File: config.mk
export PLATFORM = sky130hd
export DESIGN_NAME = edge_event_arbiter_flat
export DESIGN_NICKNAME = d
export VERILOG_FILES = /design/src/rtl/edge_event_arbiter_if.sv /design/src/rtl/edge_event_arbiter.sv /design/src/flat_wrapper.sv
export SDC_FILE = /design/constraint.sdc
export NUM_CORES = 1
export LEC_CHECK = 0
export CORE_UTILIZATION = 54
export CTS_BUF_LIST = sky130_fd_sc_hd__clkbuf_8
export CTS_CLUSTER_SIZE = 20
export DETAILED_ROUTE_END_ITERATION = 10
export GPL_ROUTABILITY_DRIVEN = 1
export PLACE_DENSITY = 0.86
export SYNTH_ARGS = -nofsm -noshare
export SYNTH_HDL_FRONTEND = slang
export SYNTH_SLANG_ARGS = --single-unit
File: constraint.sdc
create_clock -name clk -period 6.14 [get_ports clk]
set_input_delay 1.842 -clock clk [delete_from_list [all_inputs] [get_ports clk]]
set_output_delay 1.842 -clock clk [all_outputs]
set_load 0.05 [all_outputs]
File: src/rtl/edge_event_arbiter_if.sv
// rtl/edge_event_arbiter_if.sv - event handshake bundle for edge_event_arbiter
// Master presents a channel ID with valid; slave accepts it with ready.
interface edge_event_arbiter_if #(
  parameter int IW = 2
);
  logic          evt_valid;
  logic          evt_ready;
  logic [IW-1:0] evt_id;

  modport master (
    output evt_valid,
    output evt_id,
    input  evt_ready
  );

  modport slave (
    input  evt_valid,
    input  evt_id,
    output evt_ready
  );
endinterface

File: src/rtl/edge_event_arbiter.sv
// rtl/edge_event_arbiter.sv - rising-edge event collector with round-robin serialiser
// Latches per-channel 0->1 edges and presents them one ID at a time on a valid/ready port.
module edge_event_arbiter #(
  parameter int N  = 4,
  parameter int CW = 8
) (
  input  logic                   clk,
  input  logic                   reset,
  input  logic [N-1:0]           level,
  input  logic [N-1:0]           mask,
  edge_event_arbiter_if.master   evt,
  output logic [N-1:0]           pending,
  output logic [CW-1:0]          drop_count
);
  localparam int IW = $clog2(N);
  localparam int SW = CW + 5;
  localparam logic [CW-1:0] DROP_MAX = {CW{1'b1}};

  typedef enum logic {
    S_IDLE,
    S_PRESENT
  } state_t;

  state_t        state_q, state_d;
  logic [IW-1:0] id_q, id_d;
  logic [IW-1:0] ptr_q, ptr_d;
  logic [N-1:0]  pending_q, pending_d;
  logic [N-1:0]  prev_q;
  logic [CW-1:0] drop_q, drop_d;

  logic [N-1:0]  rise;
  logic [N-1:0]  grant_vec;
  logic [N-1:0]  drop_vec;
  logic          found;
  logic          grant;
  logic [IW-1:0] winner;
  logic [IW:0]   scan;
  logic [4:0]    drop_cnt;
  logic [SW-1:0] drop_sum;

  always_ff @(posedge clk) begin
    // prev tracks level even in reset so a level high at release is not an edge
    prev_q <= level;
    if (reset) begin
      state_q   <= S_IDLE;
      id_q      <= '0;
      ptr_q     <= '0;
      pending_q <= '0;
      drop_q    <= '0;
    end else begin
      state_q   <= state_d;
      id_q      <= id_d;
      ptr_q     <= ptr_d;
      pending_q <= pending_d;
      drop_q    <= drop_d;
    end
  end

  always_comb begin
    rise      = level & ~prev_q & mask;
    found     = 1'b0;
    winner    = '0;
    scan      = '0;
    grant     = 1'b0;
    grant_vec = '0;
    state_d   = state_q;
    id_d      = id_q;
    ptr_d     = ptr_q;

    // Scan upward from ptr with wrap at N (N need not be a power of two)
    for (int k = 0; k < N; k++) begin
      scan = {1'b0, ptr_q} + (IW+1)'(k);
      if (scan >= (IW+1)'(N)) scan = scan - (IW+1)'(N);
      if (!found && pending_q[scan[IW-1:0]]) begin
        found  = 1'b1;
        winner = scan[IW-1:0];
      end
    end

    case (state_q)
      S_IDLE: begin
        if (found) grant = 1'b1;
      end
      S_PRESENT: begin
        if (evt.evt_ready) begin
          if (found) grant = 1'b1;
          else       state_d = S_IDLE;
        end
      end
      default: state_d = S_IDLE;
    endcase

    if (grant) begin
      state_d           = S_PRESENT;
      id_d              = winner;
      ptr_d             = (winner == IW'(N-1)) ? '0 : winner + 1'b1;
      grant_vec[winner] = 1'b1;
    end

    // A rise on the grant edge refills the slot rather than counting as a drop
    drop_vec  = rise & pending_q & ~grant_vec;
    pending_d = (pending_q & ~grant_vec) | rise;
    drop_cnt  = 5'($countones(drop_vec));
    drop_sum  = {5'b0, drop_q} + {{CW{1'b0}}, drop_cnt};
    drop_d    = (drop_sum > {5'b0, DROP_MAX}) ? DROP_MAX : drop_sum[CW-1:0];
  end

  assign evt.evt_valid = (state_q == S_PRESENT);
  assign evt.evt_id    = id_q;
  assign pending       = pending_q;
  assign drop_count    = drop_q;
endmodule
File: src/flat_wrapper.sv
// flat-port wrapper written by rule: the top's interface ports become plain ports
module edge_event_arbiter_flat 
#(
  parameter int N  = 4,
  parameter int CW = 8
)
  (clk, reset, level, mask, pending, drop_count, evt_evt_valid, evt_evt_id, evt_evt_ready);
  edge_event_arbiter_if evt_i ();
  input  logic clk;
  input  logic reset;
  input  logic [N-1:0] level;
  input  logic [N-1:0] mask;
  output logic [N-1:0] pending;
  output logic [CW-1:0] drop_count;
  output wire logic [$bits(evt_i.evt_valid)-1:0] evt_evt_valid;
  output wire logic [$bits(evt_i.evt_id)-1:0] evt_evt_id;
  input wire logic [$bits(evt_i.evt_ready)-1:0] evt_evt_ready;
  assign evt_evt_valid = evt_i.evt_valid;
  assign evt_evt_id = evt_i.evt_id;
  assign evt_i.evt_ready = evt_evt_ready;
  edge_event_arbiter #(.N(N), .CW(CW)) u_core (.clk(clk), .reset(reset), .level(level), .mask(mask), .evt(evt_i), .pending(pending), .drop_count(drop_count));
endmodule
After elaboration in Yosys (flattened, before gate mapping) --
Index checks and enable logic that the tools add are counted.
Storage, ports and cells: output and inout port bits 15, logic and storage cells 77, flip-flop bits (word level) 21
Cells by class: reduce and logical (&&, ||, !) cells 7, equality and inequality tests 1, add/sub/neg operators 12, muxes and demuxes 31, bitwise logic cells 9, magnitude comparators 11
Operators by type and width (number):
- 4-bit AND | 5
- 2-bit 2-to-1 mux | 9
- 2-bit by 3-bit less-than comparator with 1-bit output (second input constant) | 5
- 1-bit 2-to-1 mux | 14
- 13-bit by 8-bit greater-than comparator with 1-bit output (second input constant) | 1
- 8-bit by 5-bit adder with 9-bit output | 1
- 3-bit >= comparator (second input constant) | 3
- 1-bit binary-select mux with 2-bit select | 4
- 8-bit 2-to-1 mux | 1
- 4-bit NOT | 2
- 2-bit by 1-bit subtractor with 2-bit output (second input constant) | 4
- 2-bit by 2-bit adder with 3-bit output (second input constant) | 2
- 5-bit adder | 1
- 1-bit by 1-bit adder with 2-bit output | 2
- 1-bit logical AND | 4
- 4-bit 2-to-1 mux | 1
- 4-bit OR | 1
- 2-bit by 1-bit adder with 3-bit output (second input constant) | 1
- 2-bit by 3-bit >= comparator with 1-bit output (second input constant) | 1
- 1-bit zero test | 3
- 2-bit by 1-bit adder with 2-bit output (second input constant) | 1
- 1-bit demux with 2-bit select | 1
- 2-bit == test (second input constant) | 1
- 2-bit by 1-bit >= comparator with 1-bit output (second input constant) | 1
- 2 further kinds | 2

Longest topological paths before layout --
Gate-level depths: netlist (run 1).
word-level depth 26, gate-level depth with buffers 17, depth with buffers taken out 17

Worst setup path before layout (run 1) --
No wires, ideal clock.
kind input-to-reg, start point in evt_evt_ready, end point reg u_core.drop_q[4], in the netlist u_core.drop_count[4], cell stages on the path 13, arrival time 4.301 ns, path slack 1.711 ns, buffers on the path 0, setup time 0.127 ns, required time 6.013 ns, cell sequence nand2b_1 nand2_1 nand2_1 nor2_1 ha_1 ha_1 fa_1 inv_1 fa_1 nor2b_1 o21ai_0 nor3_1 a211oi_1
On the way: cells in the longest elaborated chain, start to end 10, elaborated cells on any way between the ends 11, classes of those cells add/sub (4); order compare (1); mux (4); bitwise (2)
RTL lines:
- start, declared | RTL line flat_wrapper.sv:17 | input wire logic [$bits(evt_i.evt_ready)-1:0] evt_evt_ready;
- 1-bit 2-to-1 mux (*) | RTL line edge_event_arbiter.sv:85 | if (evt.evt_ready) begin
- 1-bit one-hot mux with 2 select lines (*) | RTL line edge_event_arbiter.sv:80 | case (state_q)
- 4-bit 2-to-1 mux (*) | RTL line edge_event_arbiter.sv:93 | if (grant) begin
- 4-bit NOT (*) | RTL line edge_event_arbiter.sv:101 | drop_vec = rise & pending_q & ~grant_vec;
- 4-bit AND (*) | RTL line edge_event_arbiter.sv:101
- 1-bit by 1-bit adder with 2-bit output (not written as such) | RTL line edge_event_arbiter.sv:103 | drop_cnt = 5'($countones(drop_vec));
- 5-bit adder (not written as such) (*) | RTL line edge_event_arbiter.sv:103
- 8-bit by 5-bit adder with 9-bit output (*) | RTL line edge_event_arbiter.sv:104 | drop_sum = {5'b0, drop_q} + {{CW{1'b0}}, drop_cnt};
- 13-bit by 8-bit greater-than comparator with 1-bit output | RTL line edge_event_arbiter.sv:105 | drop_d = (drop_sum > {5'b0, DROP_MAX}) ? DROP_MAX : drop_sum[CW-1:0];
- 8-bit 2-to-1 mux (*) | RTL line edge_event_arbiter.sv:105
- end signal, assigned | RTL line edge_event_arbiter.sv:55 | drop_q <= drop_d;
- end, declared | RTL line edge_event_arbiter.sv:29 | logic [CW-1:0] drop_q, drop_d;
Every way passes the cells marked *; elsewhere a longest branch is shown, timed or not. A chain may end at the register's enable or synchronous reset.

Worst setup path after layout (run 1) --
Same ends and word-level chain as after synthesis.

==> reports/metrics.csv, run 1 <==
metric,value,unit
grt-busiest-layer,met2,
cts_tree,built,
ys_seq_area_frac,0.399,
r2r_start,u_core.pending[1]$_SDFF_PP0_,
met2_usage,0.420,
slew_viol_final,0,
crit_arrival,4.97,ns
ir_drop,0.000127,V
yosys_most_used_dff,dfxtp_1,
viasPerCell,5.53,
worstRegToRegCells,17,
final_nets,164,
clkSinkCount,21,
yosysMostFrequentCell,dfxtp_1,
finalHoldViolations,0,
die_x,46.2,um
numCtsBuffers,3,
top_level_ports,26,
syn2layout_area_growth,29.7,%
startpoint_type,input pin,
vias,913,
synthTopCellsByArea,"dfxtp_1 (40%), ha_1 (12%), a21oi_1 (6.2%)",
regToRegEndpoint,u_core.drop_count[4]$_SDFF_PP0_,
clk_path_buf_depth,2,
place_inst,161,
grt_max_degree,20,
hold_depth,2,
gp_congestion,0.869,
fin_crit_sh,0.789,
final-setup-viol-count,0,
rows,15,
seq_power_share,0.505,
multi_input_area,586,um2
path_clk_slew,0.07,ns
register_area,420,um2
power,0.293,mW
finalWorstPathRequiredPeriod,4.85,ns
grt_pass1_wl,3.35,mm
fin_setup_tns,0,ns
p_sw_frac,0.281,
skew,0.000959,ns
timing.hold.ws,0.501,ns
crit_required,6.26,ns
grt_use_total,0.229,
leakage,0.527,nW
cp_max_fo,6,
totalWireLength,2.18,mm
power.switching,0.0822,mW
powerDensity,214,nW/um2
dpl-instance-area,1320,um2
synth_edf_count,0,
setup_slack,1.29,ns
synth.cell_area,1050,um2
rsz0062_at_grt,false,
hpwl,1.64,mm
holdBufCountCts,0,
clkLatencyLatePin,0.26,ns
drv_cap,0,
grt_overflow,0,
ctsResizeCount,0,
drive_above_1_share,0.0643,
ys_top_cells_by_count,"dfxtp_1 (21), a21oi_1 (13), ha_1 (10), nand2_1 (10), nor2_1 (9)",
layout.cells.non_filler,165,
netlist_instances,113,
hold_class,reg2reg,
holdPathEnd,u_core.evt.evt_id[0]$_SDFFE_PP0P_,
nFillCells,125,
port_buffers,25,
synth.avg_cell_area,9.33,um2
crit_path_end_kind,flop,
drtIter0Drc,12,
status,"finished, final reports clean",
combPwrFrac,0.185,
cts.htree.levels,1,
clockRootBuffer,clkbuf_8,
postCtsSetupBuffers,0,
synth_top_area_cell,dfxtp_1,
num_antenna_cells,0,
path_class,in2reg,
stdcell_area,1370,um2
synth.net_count,136,
drt-wirelength-per-cell,13.2,um
dpl_worst_slack,1.05,ns
die_h,46.2,um
yosysWarnings,0,
synth_top_cell_area_share,0.399,
slew_headroom,0.548,
fmax,206,MHz
postRouteAntennaNets,0,
final_util,0.767,
p_clk_frac,0.310,
drc_errors,0,
coreArea,1780,um2
intPower,0.210,mW
antenna_found_initial,0,
hp-start,u_core.evt.evt_id[0]$_SDFFE_PP0P_,
met3_usage,0.0588,
start_util,0.592,
drt_pass1_iterations,4,
first_global_vias,824,
rrSetupSlack,2.02,ns
met1_usage,0.232,
synth_seq_cells,21,
synth_cell_types,32,
die-area,2130,um2
worst_pin_slew,0.676,ns
async_reset_ff_frac,0,
-- how the worst max path moves through the flow --
stage	start	endpoint	slack [ns]	cells past startpoint
after CTS	evt_evt_ready	u_core.drop_count[4]$_SDFF_PP0_	1.30	14
after floorplan	evt_evt_ready	u_core.drop_count[4]$_SDFF_PP0_	1.71	13
final	evt_evt_ready	u_core.drop_count[4]$_SDFF_PP0_	1.29	14
after global routing	evt_evt_ready	u_core.drop_count[4]$_SDFF_PP0_	1.11	14
after detailed placement	evt_evt_ready	u_core.drop_count[4]$_SDFF_PP0_	1.05	14
after global placement	evt_evt_ready	u_core.drop_count[6]$_SDFF_PP0_	1.17	14
-- cells in the final DEF (no fill, tap or decap), drive strengths merged --
master,count
xor2,1
and2b,1
clkdlybuf4s50,25
fa,2
a21o,1
nand3b,4
or3b,1
nor2b,3
dfxtp,21
a31oi,1
o41ai,1
clkinv,1
clkbuf,3
nor3,3
a311oi,1
o32ai,2
and3,1
inv,9
nor4,1
o21ai,2
o2111ai,2
ha,10
a211oi,4
a211o,1
nor2,10
xnor2,2
a21oi,13
nand2,10
nand2b,4
-- state kept, by name (all words and copies together), names as in the netlist --
register / count
u_core.drop_count: 8
u_core.prev_q: 4
u_core.evt.evt_id: 2
u_core.ptr_q: 2
u_core.evt.evt_valid: 1
u_core.pending: 4
-- worst max-delay path, cell delays in order --
cell and delay [ns]:
clkdlybuf4s50_1 0.47, nand2b_1 0.22, nand2_1 0.09, nand2_1 0.10
nor2_1 0.06, ha_1 0.30, ha_1 0.22, fa_1 0.52
inv_1 0.06, fa_1 0.42, nor2b_1 0.23, o21ai_0 0.16
nor3_1 0.19, a211oi_1 0.07
-- kinds of logic after synthesis --
group	Yosys count	share of synthesized area
compound gates	28	0.178
xor+xnor	3	0.0249
fa+ha+maj	12	0.157
buf+inv	11	0.0463
flops	21	0.399
simple gates	38	0.196
-- area by class of cell --
cell class                      instances  area share
Inverter                                9      0.0247
Sequential cell                        21       0.307
Clock buffer                            3      0.0302
Multi-Input combinational cell         81       0.428
Timing Repair Buffer                   25       0.183
Clock inverter                          1     0.00366
Tap cell                               25      0.0229
-- layer usage --
layer  up-vias  wire length [um]
met5         -                 0
met4         0                58
met3         7                85
met2        20              1160
met1       437               874
li1        449                 -
-- power by group through the flow --
stage | Sequential [mW] | Combinational [mW] | Clock, mW
2_1_floorplan | 0.163 | 0.0229 | 0
3_3_place_gp | 0.151 | 0.0517 | 0
3_5_place_dp | 0.151 | 0.0535 | 0
4_1_cts | 0.148 | 0.0544 | 0.0920
5_1_grt | 0.149 | 0.0582 | 0.0972
6_report | 0.148 | 0.0542 | 0.0906
Power figures use the tool's default switching activity.
==> run 2, diff against run 1 <==
--- a/config.mk
+++ b/config.mk
@@ -5,12 +5,12 @@
 export SDC_FILE = /design/constraint.sdc
 export NUM_CORES = 1
 export LEC_CHECK = 0
-export CORE_UTILIZATION = 54
+export CORE_UTILIZATION = 50
 export CTS_BUF_LIST = sky130_fd_sc_hd__clkbuf_8
 export CTS_CLUSTER_SIZE = 20
 export DETAILED_ROUTE_END_ITERATION = 10
 export GPL_ROUTABILITY_DRIVEN = 1
-export PLACE_DENSITY = 0.86
+export PLACE_DENSITY = 0.81
 export SYNTH_ARGS = -nofsm -noshare
 export SYNTH_HDL_FRONTEND = slang
 export SYNTH_SLANG_ARGS = --single-unit
==> constraint.sdc (replaced) <==
create_clock -name clk -period 5 [get_ports clk]
set_input_delay 1.5 -clock clk [delete_from_list [all_inputs] [get_ports clk]]
set_output_delay 1.5 -clock clk [all_outputs]
set_load 0.05 [all_outputs]
==> run 2 against run 1 <==
Non-clock buffer count stayed put. Clock skew is 0.0054 ns higher. Clock power is 19% higher. Design area is 0.18% higher. Largest power group unchanged. Cell count is 1.2% higher. Power is 21% higher. Sequential power is 23% higher.
==> reports/metrics.csv, run 2 (synthesis results as in run 1) <==
metric,value,unit,change
status,"finished, final reports clean",,
final_nets,164,,unchanged
final_util,0.691,,-0.0757
rows,16,,+1
stdcell_area,1370,um2,+0.18%
grt_pass1_wl,3.19,mm,-4.5%
numCtsBuffers,3,,unchanged
fin_crit_sh,0.902,,
cts.htree.levels,1,,unchanged
die_h,47.9,um,+3.8%
crit_path_end_kind,flop,,
drv_cap,0,,unchanged
postRouteAntennaNets,0,,unchanged
grt_max_degree,20,,unchanged
cts_tree,built,,
crit_path_end,u_core.drop_count[1]$_SDFF_PP0_,,
ir_drop,0.000218,V,+71%
path_class,in2reg,,
port_buffers,25,,unchanged
drc_errors,0,,unchanged
slew_headroom,0.535,,-0.0128
slowest_stage,fa_1,,
coreArea,1980,um2,+11%
path_clk_slew,0.08,ns,about the same
skew,0.00639,ns,+0.00543 ns
viasPerCell,5.34,,-3.6%
grt_overflow,0,,unchanged
worst_pin_slew,0.696,ns,+0.0192 ns
rrSetupSlack,0.93,ns,-1.09 ns
clk_path_buf_depth,2,,unchanged
crit_arrival,4.69,ns,-0.28 ns
rsz0062_at_grt,false,,
drtIter0Drc,13,,+1
num_antenna_cells,0,,unchanged
die-area,2300,um2,+7.7%
start_util,0.532,,-0.0594
clkSinkCount,21,,unchanged
grt_use_total,0.202,,-0.0278
syn2layout_area_growth,29.9,%,
largest_reg_flops,8,,unchanged
clockRootBuffer,clkbuf_8,,
crit_required,5.18,ns,-1.08 ns
gp_congestion,0.807,,-7.1%
final_cell_mix,"clkdlybuf4s50_1 (25), dfxtp_1 (21), a21oi_1 (13)",,
slew_viol_final,0,,unchanged
hold_class,reg2reg,,
cp-startpoint,evt_evt_ready,,
path_cells,clkdlybuf4s50_1 -> nand2b_1 -> nand2_1 -> nand2_1 -> nor2_1 -> ha_1 -> ha_1 -> fa_1 -> inv_1 -> fa_1 -> nor2b_1 -> o2111ai_1 -> a21oi_1,,
finalWorstPathRequiredPeriod,4.51,ns,
antenna_found_initial,0,,unchanged
leakage,0.527,nW,unchanged
first_global_vias,793,,-3.8%
cp_max_fo,6,,unchanged
postCtsSetupBuffers,0,,unchanged
drt-wirelength-per-cell,12.4,um,-6.5%
r2r_start,u_core.pending[1]$_SDFF_PP0_,,
drt_pass1_iterations,5,,+1
powerDensity,259,nW/um2,+21%
ctsResizeCount,0,,unchanged
totalWireLength,2.07,mm,-5.3%
drive_above_1_share,0.0643,,unchanged
vias,891,,-2.4%
final_common_cell,clkdlybuf4s50_1,,
regToRegEndpoint,u_core.drop_count[1]$_SDFF_PP0_,,
slowest_delay,0.51,ns,about the same
hold_depth,2,,unchanged
clkLatencyLatePin,0.26,ns,about the same
fmax,222,MHz,
top_level_ports,26,,unchanged
dpl-instance-area,1320,um2,+0.19%
final-setup-viol-count,0,,unchanged
die_x,47.9,um,+3.8%
fin_setup_tns,0,ns,unchanged
finalHoldViolations,0,,unchanged
worstRegToRegCells,16,,-1
hpwl,1.63,mm,-0.58%
holdBufCountCts,0,,unchanged
startpoint_type,input pin,,
run 2: cell counts in the layout (fill, tap and decap cells not counted):
Identical to the previous run, type by type.
run 2: worst max-delay path: cells and delay by family:
kind                     cells  cell delay [ns]
buffers and inverters        2             0.48
adder cells (fa/ha/maj)      4             1.41
AO/OA/AOI/OAI                2             0.48
AND/OR/NAND/NOR              5             0.83
run 2: worst min path at each step:
stage                                       from                                end
6_report       u_core.evt.evt_id[0]$_SDFFE_PP0P_  u_core.evt.evt_id[0]$_SDFFE_PP0P_
5_1_grt          u_core.drop_count[6]$_SDFF_PP0_    u_core.drop_count[6]$_SDFF_PP0_
4_1_cts        u_core.evt.evt_id[0]$_SDFFE_PP0P_  u_core.evt.evt_id[0]$_SDFFE_PP0P_
3_5_place_dp   u_core.evt.evt_id[0]$_SDFFE_PP0P_  u_core.evt.evt_id[0]$_SDFFE_PP0P_
3_3_place_gp   u_core.evt.evt_id[0]$_SDFFE_PP0P_  u_core.evt.evt_id[0]$_SDFFE_PP0P_
2_1_floorplan       u_core.ptr_q[0]$_SDFFE_PP0P_       u_core.ptr_q[0]$_SDFFE_PP0P_
run 2: stage by stage:
stage               setup WS (ns)  power (mW)  hold WS [ns]  std cells
floorplan                   0.913       0.228         0.484        113
global placement            0.362       0.249         0.488        163
detailed placement          0.196       0.251         0.501        163
CTS                         0.466       0.358         0.513        167
global route                0.239       0.372         0.551        167
finish                      0.488       0.355         0.508        167
run 2: power breakdown:
group	total (mW)	internal, mW	switching (mW)	leakage (nW)
Sequential	0.182	0.175	0.00637	0.172
Clock	0.108	0.0554	0.0529	0.0255
Combinational	0.0652	0.0272	0.0380	0.329
Total	0.355	0.258	0.0973	0.527
run 2: layout make-up:
type / instances / area [um2]
Clock inverter: 1 / 5.00
Inverter: 9 / 33.8
Clock buffer: 3 / 41.3
Multi-Input combinational cell: 81 / 586
Timing Repair Buffer: 25 / 250
Fill cell: 155 / 612
Tap cell: 27 / 33.8
Sequential cell: 21 / 420
run 2: layer usage:
layer,GRT usage,share of wire
met5,0,0
met2,0.365,0.52
met1,0.230,0.44
met4,0.0889,0.015
met3,0.0340,0.032
==> run 3, diff against run 2 <==
--- a/config.mk
+++ b/config.mk
@@ -10,7 +10,7 @@
 export CTS_CLUSTER_SIZE = 20
 export DETAILED_ROUTE_END_ITERATION = 10
 export GPL_ROUTABILITY_DRIVEN = 1
-export PLACE_DENSITY = 0.81
+export PLACE_DENSITY = 0.87
 export SYNTH_ARGS = -nofsm -noshare
 export SYNTH_HDL_FRONTEND = slang
 export SYNTH_SLANG_ARGS = --single-unit
==> run 3 against run 2 <==
Clock skew shrank 0.0027 ns. Largest cell class unchanged. Power grew 0.35%. Critical endpoint is now u_core.drop_count[4]$_SDFF_PP0_. Die area is the same. Critical path type unchanged. Highest routed layer unchanged.
==> reports/metrics.csv, run 3 (synthesis results as in run 1) <==
metric,value,unit,change
first_global_vias,849,,+7.1%
clkLatencyLatePin,0.26,ns,about the same
coreArea,1980,um2,unchanged
place_inst,163,,unchanged
die_x,47.9,um,unchanged
port_buffers,25,,unchanged
drc_errors,0,,unchanged
leakage,0.528,nW,+0.27%
rows,16,,unchanged
fin_crit_sh,0.919,,+0.0162
drt-wirelength-per-cell,13.4,um,+8.0%
crit_buf_inv,2,,unchanged
cp-startpoint,evt_evt_ready,,
crit_arrival,4.71,ns,+0.02 ns
postRouteAntennaNets,0,,unchanged
top_level_ports,26,,unchanged
path_cells,clkdlybuf4s50_1 -> nand2b_1 -> nand2_1 -> nand2_1 -> nor2_1 -> ha_1 -> ha_1 -> fa_1 -> inv_1 -> fa_1 -> nor2b_1 -> o21ai_0 -> nor3_1 -> a211oi_1,,
cts.htree.levels,1,,unchanged
ctsResizeCount,0,,unchanged
cts_tree,built,,
numCtsBuffers,3,,unchanged
startpoint_type,input pin,,
hpwl,1.68,mm,+3.1%
path_class,in2reg,,
fmax,218,MHz,-1.8%
layout.cells.non_filler,167,,unchanged
fin_setup_tns,0,ns,unchanged
die_h,47.9,um,unchanged
clockRootBuffer,clkbuf_8,,
crit_path_end_kind,flop,,
postCtsSetupBuffers,0,,unchanged
largest_reg_flops,8,,unchanged
dpl-instance-area,1320,um2,unchanged
start_util,0.532,,unchanged
rsz0062_at_grt,false,,
holdBufCountCts,0,,unchanged
drv_cap,0,,unchanged
num_antenna_cells,0,,unchanged
critical-path-top-delay-family,adder cells,,
finalWorstPathRequiredPeriod,4.59,ns,+0.0811 ns
slowest_stage,fa_1,,
status,"finished, final reports clean",,
cp_max_fo,6,,unchanged
clkSinkCount,21,,unchanged
antenna_found_initial,0,,unchanged
final_cell_mix,"clkdlybuf4s50_1 (25), dfxtp_1 (21), a21oi_1 (13)",,
power.switching,0.0989,mW,+1.6%
rrSetupSlack,0.86,ns,-0.07 ns
final-setup-viol-count,0,,unchanged
stdcell_area,1370,um2,about the same
totalWireLength,2.23,mm,+8.0%
drtIter0Drc,6,,-7
grt_max_degree,20,,unchanged
grt_pass1_wl,3.50,mm,+9.5%
drt_pass1_iterations,4,,-1
slew_viol_final,0,,unchanged
finalHoldViolations,0,,unchanged
powerDensity,260,nW/um2,+0.44%
intPower,0.258,mW,-0.13%
grt_overflow,0,,unchanged
path_clk_slew,0.08,ns,about the same
seq_power_share,0.509,,-0.002
viasPerCell,5.32,,-0.34%
hold_class,reg2reg,,
slew_headroom,0.522,,-0.0127
worst_pin_slew,0.714,ns,+0.0190 ns
gp_congestion,0.844,,+4.5%
timing.hold.ws,0.507,ns,-0.00156 ns
grt_use_total,0.221,,+0.0195
drive_above_1_share,0.0571,,-0.00714
ir_drop,0.000183,V,-16%
vias,888,,-0.34%
final_nets,164,,unchanged
syn2layout_area_growth,29.8,%,about the same
r2r_start,u_core.pending[1]$_SDFF_PP0_,,
combPwrFrac,0.186,,+0.002
crit_required,5.11,ns,-0.07 ns
die-area,2300,um2,unchanged
p_sw_frac,0.277,,+0.00345
final_common_cell,clkdlybuf4s50_1,,
hp-start,u_core.evt.evt_id[0]$_SDFFE_PP0P_,,
clk_path_buf_depth,2,,unchanged
slowest_delay,0.52,ns,about the same
p_clk_frac,0.304,,about the same
power,0.356,mW,+0.35%
skew,0.00373,ns,-0.00266 ns
[run 3: worst paths after layout]
check                                       to  cells past startpoint
min reg2reg  u_core.evt.evt_id[0]$_SDFFE_PP0P_                      2
max reg2reg    u_core.drop_count[4]$_SDFF_PP0_                     17
max            u_core.drop_count[4]$_SDFF_PP0_                     14
min          u_core.evt.evt_id[0]$_SDFFE_PP0P_                      2
[run 3: power groups by stage]
stage | clock, mW | sequential [mW] | combinational (mW)
4_1_cts | 0.109 | 0.182 | 0.0665
3_5_place_dp | 0 | 0.185 | 0.0660
2_1_floorplan | 0 | 0.200 | 0.0282
3_3_place_gp | 0 | 0.185 | 0.0635
5_1_grt | 0.118 | 0.183 | 0.0717
6_report | 0.108 | 0.182 | 0.0664
[run 3: area by class of cell]
type | instances | area, um2
multi-input cells | 81 | 586
flip-flops and latches | 21 | 420
fillers | 159 | 613
clock buffers | 3 | 41.3
repair buffers | 25 | 250
well taps | 27 | 33.8
inverters | 9 | 33.8
clock inverters | 1 | 3.75
[run 3: per-layer routing]
metal / share of wire / global-route usage / up-vias / routed length, um
li1: - / - / 449 / -
met1: 0.43 / 0.251 / 411 / 951
met2: 0.53 / 0.400 / 21 / 1180
met3: 0.028 / 0.0340 / 7 / 62
met4: 0.016 / 0.106 / 0 / 36
met5: 0 / 0 / - / 0
[run 3: tightest hold or removal path, stage by stage (launching register included)]
cell      delay, ns
dfxtp_1        0.31
nand2b_1       0.08
o32ai_2        0.06
[run 3: metrics by stage]
stage,setup slack [ns],utilization
3_3_place_gp,0.380,0.668
2_1_floorplan,0.913,-
3_5_place_dp,0.207,0.668
6_report,0.407,0.691
4_1_cts,0.416,0.691
5_1_grt,0.221,0.691
==> RTL change (flow settings as in run 3) <==
`CW` is set to 8 in 2 places; all go to 7.
--- a/src/rtl/edge_event_arbiter.sv
+++ b/src/rtl/edge_event_arbiter.sv
@@ -2,7 +2,7 @@
 // Latches per-channel 0->1 edges and presents them one ID at a time on a valid/ready port.
 module edge_event_arbiter #(
   parameter int N  = 4,
-  parameter int CW = 8
+  parameter int CW = 7
 ) (
   input  logic                   clk,
   input  logic                   reset,
--- a/src/flat_wrapper.sv
+++ b/src/flat_wrapper.sv
@@ -2,7 +2,7 @@
 module edge_event_arbiter_flat 
 #(
   parameter int N  = 4,
-  parameter int CW = 8
+  parameter int CW = 7
 )
   (clk, reset, level, mask, pending, drop_count, evt_evt_valid, evt_evt_id, evt_evt_ready);
   edge_event_arbiter_if evt_i ();
Interface: changed (resized drop_count); port bits go from 26 to 25. The function was not compared with the original's and may differ.
==> RTL change against run 3 <==
- sequential cell count down 1
- cell count decreased by 3.6%
- largest cell class unchanged
- area after synthesis shrank 3.2%
- sequential power down 4%
- final area is 1.8% lower
- setup slack better by 0.14 ns
- hold slack got worse by 0.017 ns
- power grew 13%
- routed wire length fell by 0.76%
- register-to-register slack gained 0.25 ns
- first-iteration DRC count is 130% higher
- highest routed layer unchanged
==> RTL change: results (changes against run 3) <==
met2 GRT Util 38.9% (-1.1 points); Arr. time, crit path 4.63 ns (-0.08 ns); CP max stage delay 0.49 ns (-0.03 ns); dpl ws 0.271 ns (+0.0644 ns); leakage power 0.567 nW (+7.5%); FF-to-FF path depth 16 (-1); FMAX 0.224 GHz (+3.0%); combinational gate power 0.0655 mW (-1%); CP Max Fanout 9 (+3); Critical R2R Launch u_core.ptr_q[1]$_SDFFE_PP0P_; VDD IR max 259 uV (+41%); Mapped Nets 134 (-1.5%); first-pass GRT wire length 3510 um (+0.20%); dominant cells by area after synthesis dfxtp_1 39%, ha_1 12%, a21oi_1 7.4%; met3 wire length 58 um (-6.5%); Switching Fraction 25.4% (-2.4 points); drt total wl 2220 um (-0.76%); sequential area share after synthesis 39.2% (-0.64 points); cells after synthesis 111 (-1.8%); RR Endpoint u_core.drop_count[6]$_SDFF_PP0_; GP Congestion 0.810 (-4.0%); Largest register FFs 7 (-1); GRT Overall Usage 22.6% (+0.47 points); clk_skew 0.00891 ns (+0.00518 ns); grt met3 use 4.23% (+0.83 points); Pwr Total 0.401 mW (+13%); status finished, final reports clean; DRT iter0 DRCs 14 (+8); final cell count without fillers 161 (-3.6%)
## RTL change: area by class of cell
class / instances / area share, %
flip-flops and latches: 20 / 29.8
inverters: 10 / 2.79
clock inverters: 1 / 2.23
repair buffers: 24 / 17.9
multi-input cells: 78 / 41.9
clock buffers: 3 / 3.07
well taps: 25 / 2.33
## RTL change: logic make-up after synthesis
kind of cell             count (synthesis)  share of synthesized area, %
buffers and inverters                   13                          5.64
AO/OA/AOI/OAI                           29                          18.3
XOR/XNOR                                 2                          1.72
flip-flops                              20                          39.2
AND/OR/NAND/NOR                         34                          18.0
adder cells (fa/ha/maj)                 12                          16.2
multiplexers                             1                         0.980
## RTL change: worst min path at each step
| stage | to | startpoint | cells after the start | slack, ns |
|---|---|---|---|---|
| 2_1_floorplan | u_core.ptr_q[0]$_SDFFE_PP0P_ | u_core.ptr_q[0]$_SDFFE_PP0P_ | 2 | 0.49 |
| 3_3_place_gp | u_core.evt.evt_id[1]$_SDFFE_PP0P_ | u_core.evt.evt_id[1]$_SDFFE_PP0P_ | 2 | 0.47 |
| 3_5_place_dp | u_core.evt.evt_id[1]$_SDFFE_PP0P_ | u_core.evt.evt_id[1]$_SDFFE_PP0P_ | 2 | 0.47 |
| 4_1_cts | u_core.evt.evt_id[1]$_SDFFE_PP0P_ | u_core.evt.evt_id[1]$_SDFFE_PP0P_ | 2 | 0.49 |
| 5_1_grt | u_core.evt.evt_id[1]$_SDFFE_PP0P_ | u_core.evt.evt_id[1]$_SDFFE_PP0P_ | 2 | 0.52 |
| 6_report | u_core.evt.evt_id[1]$_SDFFE_PP0P_ | u_core.evt.evt_id[1]$_SDFFE_PP0P_ | 2 | 0.49 |
## RTL change: tightest hold or removal path: stages (launching register included)
cell and delay (ns):
dfxtp_1 0.32, nand3_1 0.06, o31ai_1 0.06
